--- src/rtl/wt_dcache_rd_arb.sv ---
// Read/word-write arbiter for the write-through dcache tag/data arrays: NumPorts readers in two
// priority classes with per-class round-robin. Optional low-class starvation guard: WT_DCACHE_RD_ARB_STARVE_GUARD_EN.
module wt_dcache_rd_arb #(
   parameter int unsigned NumPorts    = 3,
   parameter int unsigned IdxWidth    = 8,
   parameter int unsigned OffWidth    = 4,
   parameter int unsigned StarveLimit = 8,
   localparam int unsigned PortW      = (NumPorts > 1) ? $clog2(NumPorts) : 1
) (
   input  logic                         clk_i,
   input  logic                         rst_ni,
   input  logic [NumPorts-1:0]          rd_req_i,
   input  logic [NumPorts-1:0]          rd_prio_i,
   input  logic [NumPorts-1:0]          rd_tag_only_i,
   input  logic [NumPorts*IdxWidth-1:0] rd_idx_i,
   input  logic [NumPorts*OffWidth-1:0] rd_off_i,
   output logic [NumPorts-1:0]          rd_ack_o,
   input  logic                         wr_cl_vld_i,
   input  logic                         wr_req_i,
   output logic                         wr_ack_o,
   output logic                         bank_req_o,
   output logic                         bank_we_o,
   output logic                         bank_tag_only_o,
   output logic [IdxWidth-1:0]          bank_idx_o,
   output logic [OffWidth-1:0]          bank_off_o,
   output logic                         rd_vld_q_o,
   output logic [PortW-1:0]             rd_port_q_o
);

   if (NumPorts < 2 || StarveLimit < 1 || StarveLimit > 255) begin : g_param_chk
      $error("wt_dcache_rd_arb: NumPorts must be >= 2 and StarveLimit in 1..255");
   end

   logic [PortW-1:0]    rr_hi_q, rr_hi_d, rr_lo_q, rr_lo_d;
   logic                rd_vld_q, rd_vld_d;
   logic [PortW-1:0]    rd_port_q, rd_port_d;
   logic [NumPorts-1:0] hi_req, lo_req, cls_req;
   logic [PortW-1:0]    ptr, cand, gnt_idx;
   logic                force_lo, use_lo, found, grant;

   // (base + step) mod NumPorts, valid for step < NumPorts
   function automatic logic [PortW-1:0] wrap_inc(input logic [PortW-1:0] base, input int unsigned step);
      int unsigned sum;
      sum = 32'(base) + step;
      if (sum >= NumPorts) sum = sum - NumPorts;
      return sum[PortW-1:0];
   endfunction

`ifdef WT_DCACHE_RD_ARB_STARVE_GUARD_EN
   logic [7:0] starve_cnt_q, starve_cnt_d;

   assign force_lo = (starve_cnt_q == 8'(StarveLimit)) & (|lo_req);

   always_comb begin
      starve_cnt_d = starve_cnt_q;
      if (grant && use_lo) begin
         starve_cnt_d = '0;
      end else if (!wr_cl_vld_i && (|lo_req) && (starve_cnt_q != 8'(StarveLimit))) begin
         starve_cnt_d = starve_cnt_q + 8'd1;
      end
   end

   always_ff @(posedge clk_i or negedge rst_ni) begin
      if (!rst_ni) starve_cnt_q <= '0;
      else         starve_cnt_q <= starve_cnt_d;
   end
`else
   assign force_lo = 1'b0;
`endif

   always_comb begin
      hi_req  = rd_req_i & rd_prio_i;
      lo_req  = rd_req_i & ~rd_prio_i;
      use_lo  = ~(|hi_req) | force_lo;
      cls_req = use_lo ? lo_req : hi_req;
      ptr     = use_lo ? rr_lo_q : rr_hi_q;
      cand    = '0;
      gnt_idx = '0;
      found   = 1'b0;
      // first requester at or after the class pointer wins
      for (int unsigned i = 0; i < NumPorts; i++) begin
         cand = wrap_inc(ptr, i);
         if (!found && cls_req[cand]) begin
            found   = 1'b1;
            gnt_idx = cand;
         end
      end
      grant = found & ~wr_cl_vld_i;
   end

   always_comb begin
      rd_ack_o        = grant ? (NumPorts'(1) << gnt_idx) : '0;
      wr_ack_o        = wr_req_i & ~wr_cl_vld_i & ~(|rd_req_i);
      bank_we_o       = wr_ack_o;
      bank_req_o      = grant | wr_ack_o;
      bank_tag_only_o = grant & rd_tag_only_i[gnt_idx];
      bank_idx_o      = grant ? rd_idx_i[gnt_idx*IdxWidth +: IdxWidth] : '0;
      bank_off_o      = grant ? rd_off_i[gnt_idx*OffWidth +: OffWidth] : '0;
   end

   always_comb begin
      rr_hi_d   = rr_hi_q;
      rr_lo_d   = rr_lo_q;
      rd_vld_d  = grant;
      rd_port_d = rd_port_q;
      if (grant) begin
         rd_port_d = gnt_idx;
         if (use_lo) rr_lo_d = wrap_inc(gnt_idx, 1);
         else        rr_hi_d = wrap_inc(gnt_idx, 1);
      end
   end

   always_ff @(posedge clk_i or negedge rst_ni) begin
      if (!rst_ni) begin
         rr_hi_q   <= '0;
         rr_lo_q   <= '0;
         rd_vld_q  <= 1'b0;
         rd_port_q <= '0;
      end else begin
         rr_hi_q   <= rr_hi_d;
         rr_lo_q   <= rr_lo_d;
         rd_vld_q  <= rd_vld_d;
         rd_port_q <= rd_port_d;
      end
   end

   assign rd_vld_q_o  = rd_vld_q;
   assign rd_port_q_o = rd_port_q;

endmodule

--- config.mk ---
export PLATFORM = sky130hd
export DESIGN_NAME = wt_dcache_rd_arb
export DESIGN_NICKNAME = d
export VERILOG_FILES = /design/src/rtl/wt_dcache_rd_arb.sv
export SDC_FILE = /design/constraint.sdc
export NUM_CORES = 1
export LEC_CHECK = 0
export BUFFER_PORTS_ARGS = -buffer_cell sky130_fd_sc_hd__buf_2
export CORE_MARGIN = 2
export CORE_UTILIZATION = 40
export DETAILED_ROUTE_END_ITERATION = 10
export GPL_TIMING_DRIVEN = 0
export HOLD_SLACK_MARGIN = 0.06
export PLACE_DENSITY_LB_ADDON = 0.25
export SLEW_MARGIN = 20
export SYNTH_ARGS = -nofsm -noshare
export SYNTH_HDL_FRONTEND = slang
export SYNTH_SLANG_ARGS = --single-unit
--- constraint.sdc ---
create_clock -name clk_i -period 4.1 [get_ports clk_i]
set_input_delay 0.205 -clock clk_i [delete_from_list [all_inputs] [get_ports clk_i]]
set_output_delay 0.205 -clock clk_i [all_outputs]
set_load 0.005 [all_outputs]
==> results of run 1 <==
layout make-up:
type                            instances  area [um2]  share of cell area [%]
Inverter                                4        15.0                    1.23
Buffer                                  7        65.1                    5.32
Tap cell                               27        33.8                    2.76
Clock buffer                            4        26.3                    2.15
Sequential cell                         7         175                    14.3
Timing Repair Buffer                   71         360                    29.5
Multi-Input combinational cell         79         547                    44.7
cell families after synthesis:
| logic type | after synthesis |
|---|---|
| buffers and inverters | 11 |
| muxes | 17 |
| DFF | 7 |
| AOI/OAI and AO/OA | 33 |
| and+or+nand+nor | 27 |
| adders and majority gates | 2 |
Yosys cell counts (all sizes together):
master	n	share of area, %
a211o	1	1.1
a21oi	5	4.5
a222oi	1	1.2
a22oi	3	2.8
a31oi	1	0.78
and2	2	1.6
and3b	1	1.1
buf	5	7.2
clkbuf	2	0.94
dfrtp	7	22
ha	2	3.1
inv	4	1.9
mux2	3	4.2
mux2i	14	17
nand2	15	7.0
nor2	2	0.94
nor3	2	1.2
nor3b	3	3.4
o21ai	12	7.5
o22ai	9	7.0
o31ai	1	1.6
or2	2	1.6
worst register-to-register path, delay by kind of cell (launching register included):
family | cells | cell delay (ps)
multiplexers | 2 | 490
adder cells (fa/ha/maj) | 1 | 320
AO/OA/AOI/OAI | 2 | 480
buffers and inverters | 1 | 160
flip-flops | 1 | 420
final timing paths:
path	to	slack, ps	cells past startpoint	from
worst max register to register	rr_hi_q[0]	2120	6	rr_lo_q[1]
worst min register to register	rd_port_q_o[0]	480	2	rd_port_q_o[0]
worst max-delay path	bank_idx_o[0]	1630	10	rd_req_i[1]
min in group clk_i	rd_port_q_o[0]	480	2	rd_port_q_o[0]
max in group asynchronous	rr_hi_q[1]	3630	2	rst_ni
worst min-delay path	rr_hi_q[0]	320	2	rst_ni
registers in the layout, indices dropped and copies added (netlist names):
| register | cells |
|---|---|
| rd_vld_q_o | 1 |
| rr_lo_q | 2 |
| rd_port_q_o | 2 |
| rr_hi_q | 2 |
metrics by stage:
stage / cells / setup WS [ps] / hold WS, ps / total power, uW
floorplan: 97 / 1940 / -90.6 / 225
global placement: 194 / 1680 / 37.7 / 290
detailed placement: 194 / 1600 / 42.1 / 298
CTS: 199 / 1590 / 322 / 359
global route: 199 / 1490 / 341 / 385
finish: 199 / 1630 / 324 / 356
what timing repair did:
item / in CTS / in global routing
endpoints found under the hold margin: 7 / 0
setup buffers: 0 / 0
hold buffers: 1 / 0
power by group through the flow:
stage	Clock, uW	Combinational (uW)	Sequential, uW
after floorplan	0	126	99.3
after CTS	61.2	198	101
after global placement	0	189	101
after detailed placement	0	196	102
final	59.0	196	101
after global routing	65.2	217	104
routing by layer:
metal	GRT usage, %	share of wire [%]
met1	23.2	40
met5	0	0
met2	37.9	54
met3	3.37	5.7
met4	6.67	0.26
==> reports/results.txt, run 1 <==
Critical-path cell list -> buf_2 -> a222oi_1 -> buf_4 -> mux2i_1 -> o21ai_1 -> a211o_1 -> clkbuf_1 -> o21ai_0 -> a21oi_1 -> buf_2
Adder-cell share of the synthesized area -> 3.12%
Share of layout cells above drive strength 1 -> 51.7%
Site Rows -> 16
Crit path time final -> 2470 ps
Commonest non-fill, non-tap cell in the layout -> buf_2
Per-cell routed wire length -> 11.5 um
CTS root buffer -> clkbuf_4
Worst Path Buf+Inv -> 4
CTS Buffer Depth -> 2
Critical Path Sink Type -> primary output
Internal power -> 225 uW
Crit-path max FO -> 10
I/O pins -> 71
Hold Path Class -> input port to asynchronous set/reset pin
Post-Synth XOR/XNOR Area -> 0%
Crit path required time -> 3890 ps
Via-per-instance ratio -> 5.04
Worst skew pair latency -> 240 ps
Clock Skew -> 1.12 ps
Max Fclk -> 0.405 GHz
Flops & latches, synth -> 7
Power Density -> 291 nW/um2
Final instance area -> 1220 um2
YS warnings -> 0
Combinational power share -> 55.1%
Most frequent cells in the layout -> buf_2, nand2_1, mux2i_1
Post-synthesis simple-gate area fraction -> 16.8%
Initial antenna violation count -> 0
HPWL after DPL -> 1900 um
Slew headroom -> 69.5%
Tcrit/Tclk final -> 60.2%
CP max-delay cell -> a211o_1
Die X -> 48.8 um
GRT Residual Overflow -> 0
Register area share after synthesis -> 21.8%
Setup Viol. Count Final -> 0
Post-Syn Area -> 802 um2
Routed WL -> 2290 um
CP startpoint kind -> input port
TritonCTS clock tree -> built
Post-Syn Nets -> 148
# resized after CTS -> 0
Sequential fraction of design power -> 28.3%
RSZ-0062 raised after global routing -> false
Core Box Area -> 1920 um2
P_sw -> 131 uW
Cell count after synthesis -> 97
Synth cell types -> 28
Max IR drop VDD -> 0.160 mV
Compound-Gate Fraction of Synth Area -> 26.5%
Largest family of logic cells by synthesized area -> compound AO/OA/AOI/OAI gates
Final Hold Fails -> 0
Slowest stage delay, CP -> 370 ps
Mean post-synth cell area -> 8.27 um2
Setup TNS -> 0 ps
CTS HTree Levels -> 1
Initial core utilization -> 41.7%
Via count -> 1,002
Sw Share -> 36.9%
Most used cell, CP -> buf_2
Iteration-0 DRC Markers -> 18
DP Area -> 1190 um2
Total track usage -> 20.3%
Die height -> 48.8 um
Area growth syn-to-layout -> 52.4%
Crit-path leading delay family -> compound AO/OA/AOI/OAI gates
Nets -> 224
Finished Core Util -> 63.6%
Status -> completed
CP arrival -> 2260 ps
Slew @ Worst Pin -> 453 ps
GP Congestion -> 0.715
Max-slew violation count -> 0
Mux contribution to synthesized area -> 21.7%
Clock share of power -> 16.6%
Ant. Diodes -> 0
Max Cap Violations -> 0
Port bufs -> 70
Clock sink count -> 7
Vias in the first global route -> 969
Largest net degree at the start of global routing -> 11
ANT nets after route -> 0
Post-route DRC violation count -> 0
First-pass GRT wire length -> 3910 um
Leak -> 0.000643 uW
Setup CP Type -> input port to primary output
Fillers -> 185
Clock slew at reported path FFs -> 50 ps
Drt first pass iters -> 4
Clock buffer count from CTS -> 3
Full die area -> 2380 um2
(Power assumes the default switching activity.)
==> run 2: changes to the inputs <==
- CORE_UTILIZATION: 40 -> 34
- clock period: 4.1 -> 2.22 ns (I/O delays scaled with it)
==> run 2 against run 1 <==
Effect of this change: setup slack got worse by 1600 ps; clock power rose by 100%; sequential power rose by 87%; core utilization fell by 6.0 points; critical path depth did not move; final cell count rose by 3.5%; non-clock buffer count rose by 6; count of clock-buffer cells in the layout fell by 1; largest cell class unchanged; largest power group unchanged.
==> reports/results.txt, run 2 (same netlist as run 1, synthesis figures left out) <==
Max Cap Violations -> 0
GRT Residual Overflow -> 0
CTS HTree Levels -> 1
Post-route DRC violation count -> 0
Vias in the first global route -> 957
Per-cell routed wire length -> 11.9 um
Status -> completed
Port bufs -> 70
Slowest stage delay, CP -> 350 ps
Setup CP Type -> input port to primary output
Share of layout cells above drive strength 1 -> 55.1%
Full die area -> 2760 um2
Slew headroom -> 69.6%
RSZ-0062 raised after global routing -> false
Crit path time final -> 2150 ps
Die height -> 52.6 um
Clock slew at reported path FFs -> 60 ps
Site Rows -> 17
CTS root buffer -> clkbuf_4
Commonest non-fill, non-tap cell in the layout -> buf_2
Die X -> 52.6 um
Setup Viol. Count Final -> 0
Clock Skew -> 9.09 ps
Nets -> 230
Pwr Total -> 696 uW
Core Box Area -> 2210 um2
Clock buffer count from CTS -> 3
Area growth syn-to-layout -> 59.0%
Placed cells -> 195
Crit path required time -> 2110 ps
Post-route setup slack -> 73.3 ps
CTS Buffer Depth -> 2
CP max-delay cell -> a211o_1
CP arrival -> 2040 ps
Crit-path leading delay family -> compound AO/OA/AOI/OAI gates
Leak -> 0.000676 uW
R2r startpoint -> rr_lo_q[1]
Final Hold Fails -> 0
Crit-path max FO -> 7
Routed WL -> 2450 um
Tcrit/Tclk final -> 96.7%
ANT nets after route -> 0
Via-per-instance ratio -> 4.95
Reg2reg path depth -> 6
Critical-path cell list -> buf_2 -> a222oi_1 -> buf_4 -> mux2i_2 -> o21ai_1 -> a211o_1 -> buf_6 -> ha_1 -> and2_1 -> buf_2
Worst skew pair latency -> 260 ps
Hold Path Class -> input port to asynchronous set/reset pin
Final instance area -> 1270 um2
DP Area -> 1190 um2
Critical Path Stages -> 10
Max Fclk -> 0.466 GHz
Worst setup path startpoint -> rd_prio_i[1]
Critical Path Sink Type -> primary output
GP Congestion -> 0.690
Initial antenna violation count -> 0
Ant. Diodes -> 0
Initial core utilization -> 36.3%
I/O pins -> 71
Clock sink count -> 7
Total track usage -> 17.2%
Most used cell, CP -> buf_2
Power Density -> 546 nW/um2
Pre-CTS WS -> -150 ps
Max-slew violation count -> 0
Most frequent cells in the layout -> buf_2, nand2_1, mux2i_1
Iteration-0 DRC Markers -> 13
HPWL after DPL -> 1970 um
Fillers -> 225
Slew @ Worst Pin -> 452 ps
First-pass GRT wire length -> 3640 um
Worst Path Buf+Inv -> 4
Via count -> 1,020
CP startpoint kind -> input port
Max IR drop VDD -> 0.421 mV
TritonCTS clock tree -> built
Layout Cells excl Fill -> 206
Drt first pass iters -> 4
Largest net degree at the start of global routing -> 11
==> run 2: cell count changes in the layout (fill, tap and decap cells not counted), sizes merged <==
cell and delta:
clkbuf -2, buf +7, clkinv +1
==> run 2: layer usage <==
metal | routed length [um] | part of all wire (%) | track usage [%] | up-vias
li1 | - | - | - | 520
met5 | 0 | 0 | 0 | -
met4 | 8 | 0.33 | 3.42 | 0
met2 | 1340 | 55 | 33.5 | 42
met3 | 140 | 5.7 | 1.71 | 2
met1 | 961 | 39 | 19.7 | 456
==> run 2: final cells by class <==
class | count | area [um2] | share of cell area [%]
Clock buffer | 3 | 22.5 | 1.77
Buffer | 7 | 66.3 | 5.20
Inverter | 4 | 15.0 | 1.18
Tap cell | 28 | 35.0 | 2.75
Clock inverter | 1 | 5.00 | 0.393
Timing Repair Buffer | 77 | 405 | 31.8
Multi-Input combinational cell | 79 | 551 | 43.2
Sequential cell | 7 | 175 | 13.7
==> run 2: what timing repair did <==
action | in CTS | in global routing
cloned | 0 | 0
gates resized for setup | 1 | 3
setup endpoints to repair | 5 | 15
endpoints found under the hold margin | 7 | 0
hold buffers | 1 | 0
setup buffers | 1 | 5
pin swaps | 0 | 3
==> run 2: through the flow <==
stage	hold slack (ps)	util, %	setup TNS, ps
floorplan	-185	-	0
global placement	-53.7	53.7	-241
detailed placement	-50.2	53.7	-319
CTS	201	55.8	0
global route	215	57.6	0
finish	202	57.6	0
==> run 2: worst paths after layout <==
path | end | slack (ps)
max in group asynchronous | rr_lo_q[1] | 1860
setup / recovery | rd_ack_o[2] | 70
min in group clk_i | rd_port_q_o[0] | 440
hold / removal | rd_vld_q_o | 200
setup reg to reg | rr_hi_q[0] | 300
hold reg to reg | rd_port_q_o[1] | 490
==> run 2: worst register-to-register path, delay by kind of cell (launching register included) <==
family	cells	cell delay [ps]
adder cells (fa/ha/maj)	1	310
buffers and inverters	1	160
multiplexers	2	460
flip-flops	1	430
AO/OA/AOI/OAI	2	450
==> run 2: power by group <==
group / internal [uW] / switching (uW)
Combinational: 208 / 181
Clock: 66.1 / 52.7
Sequential: 162 / 27.0
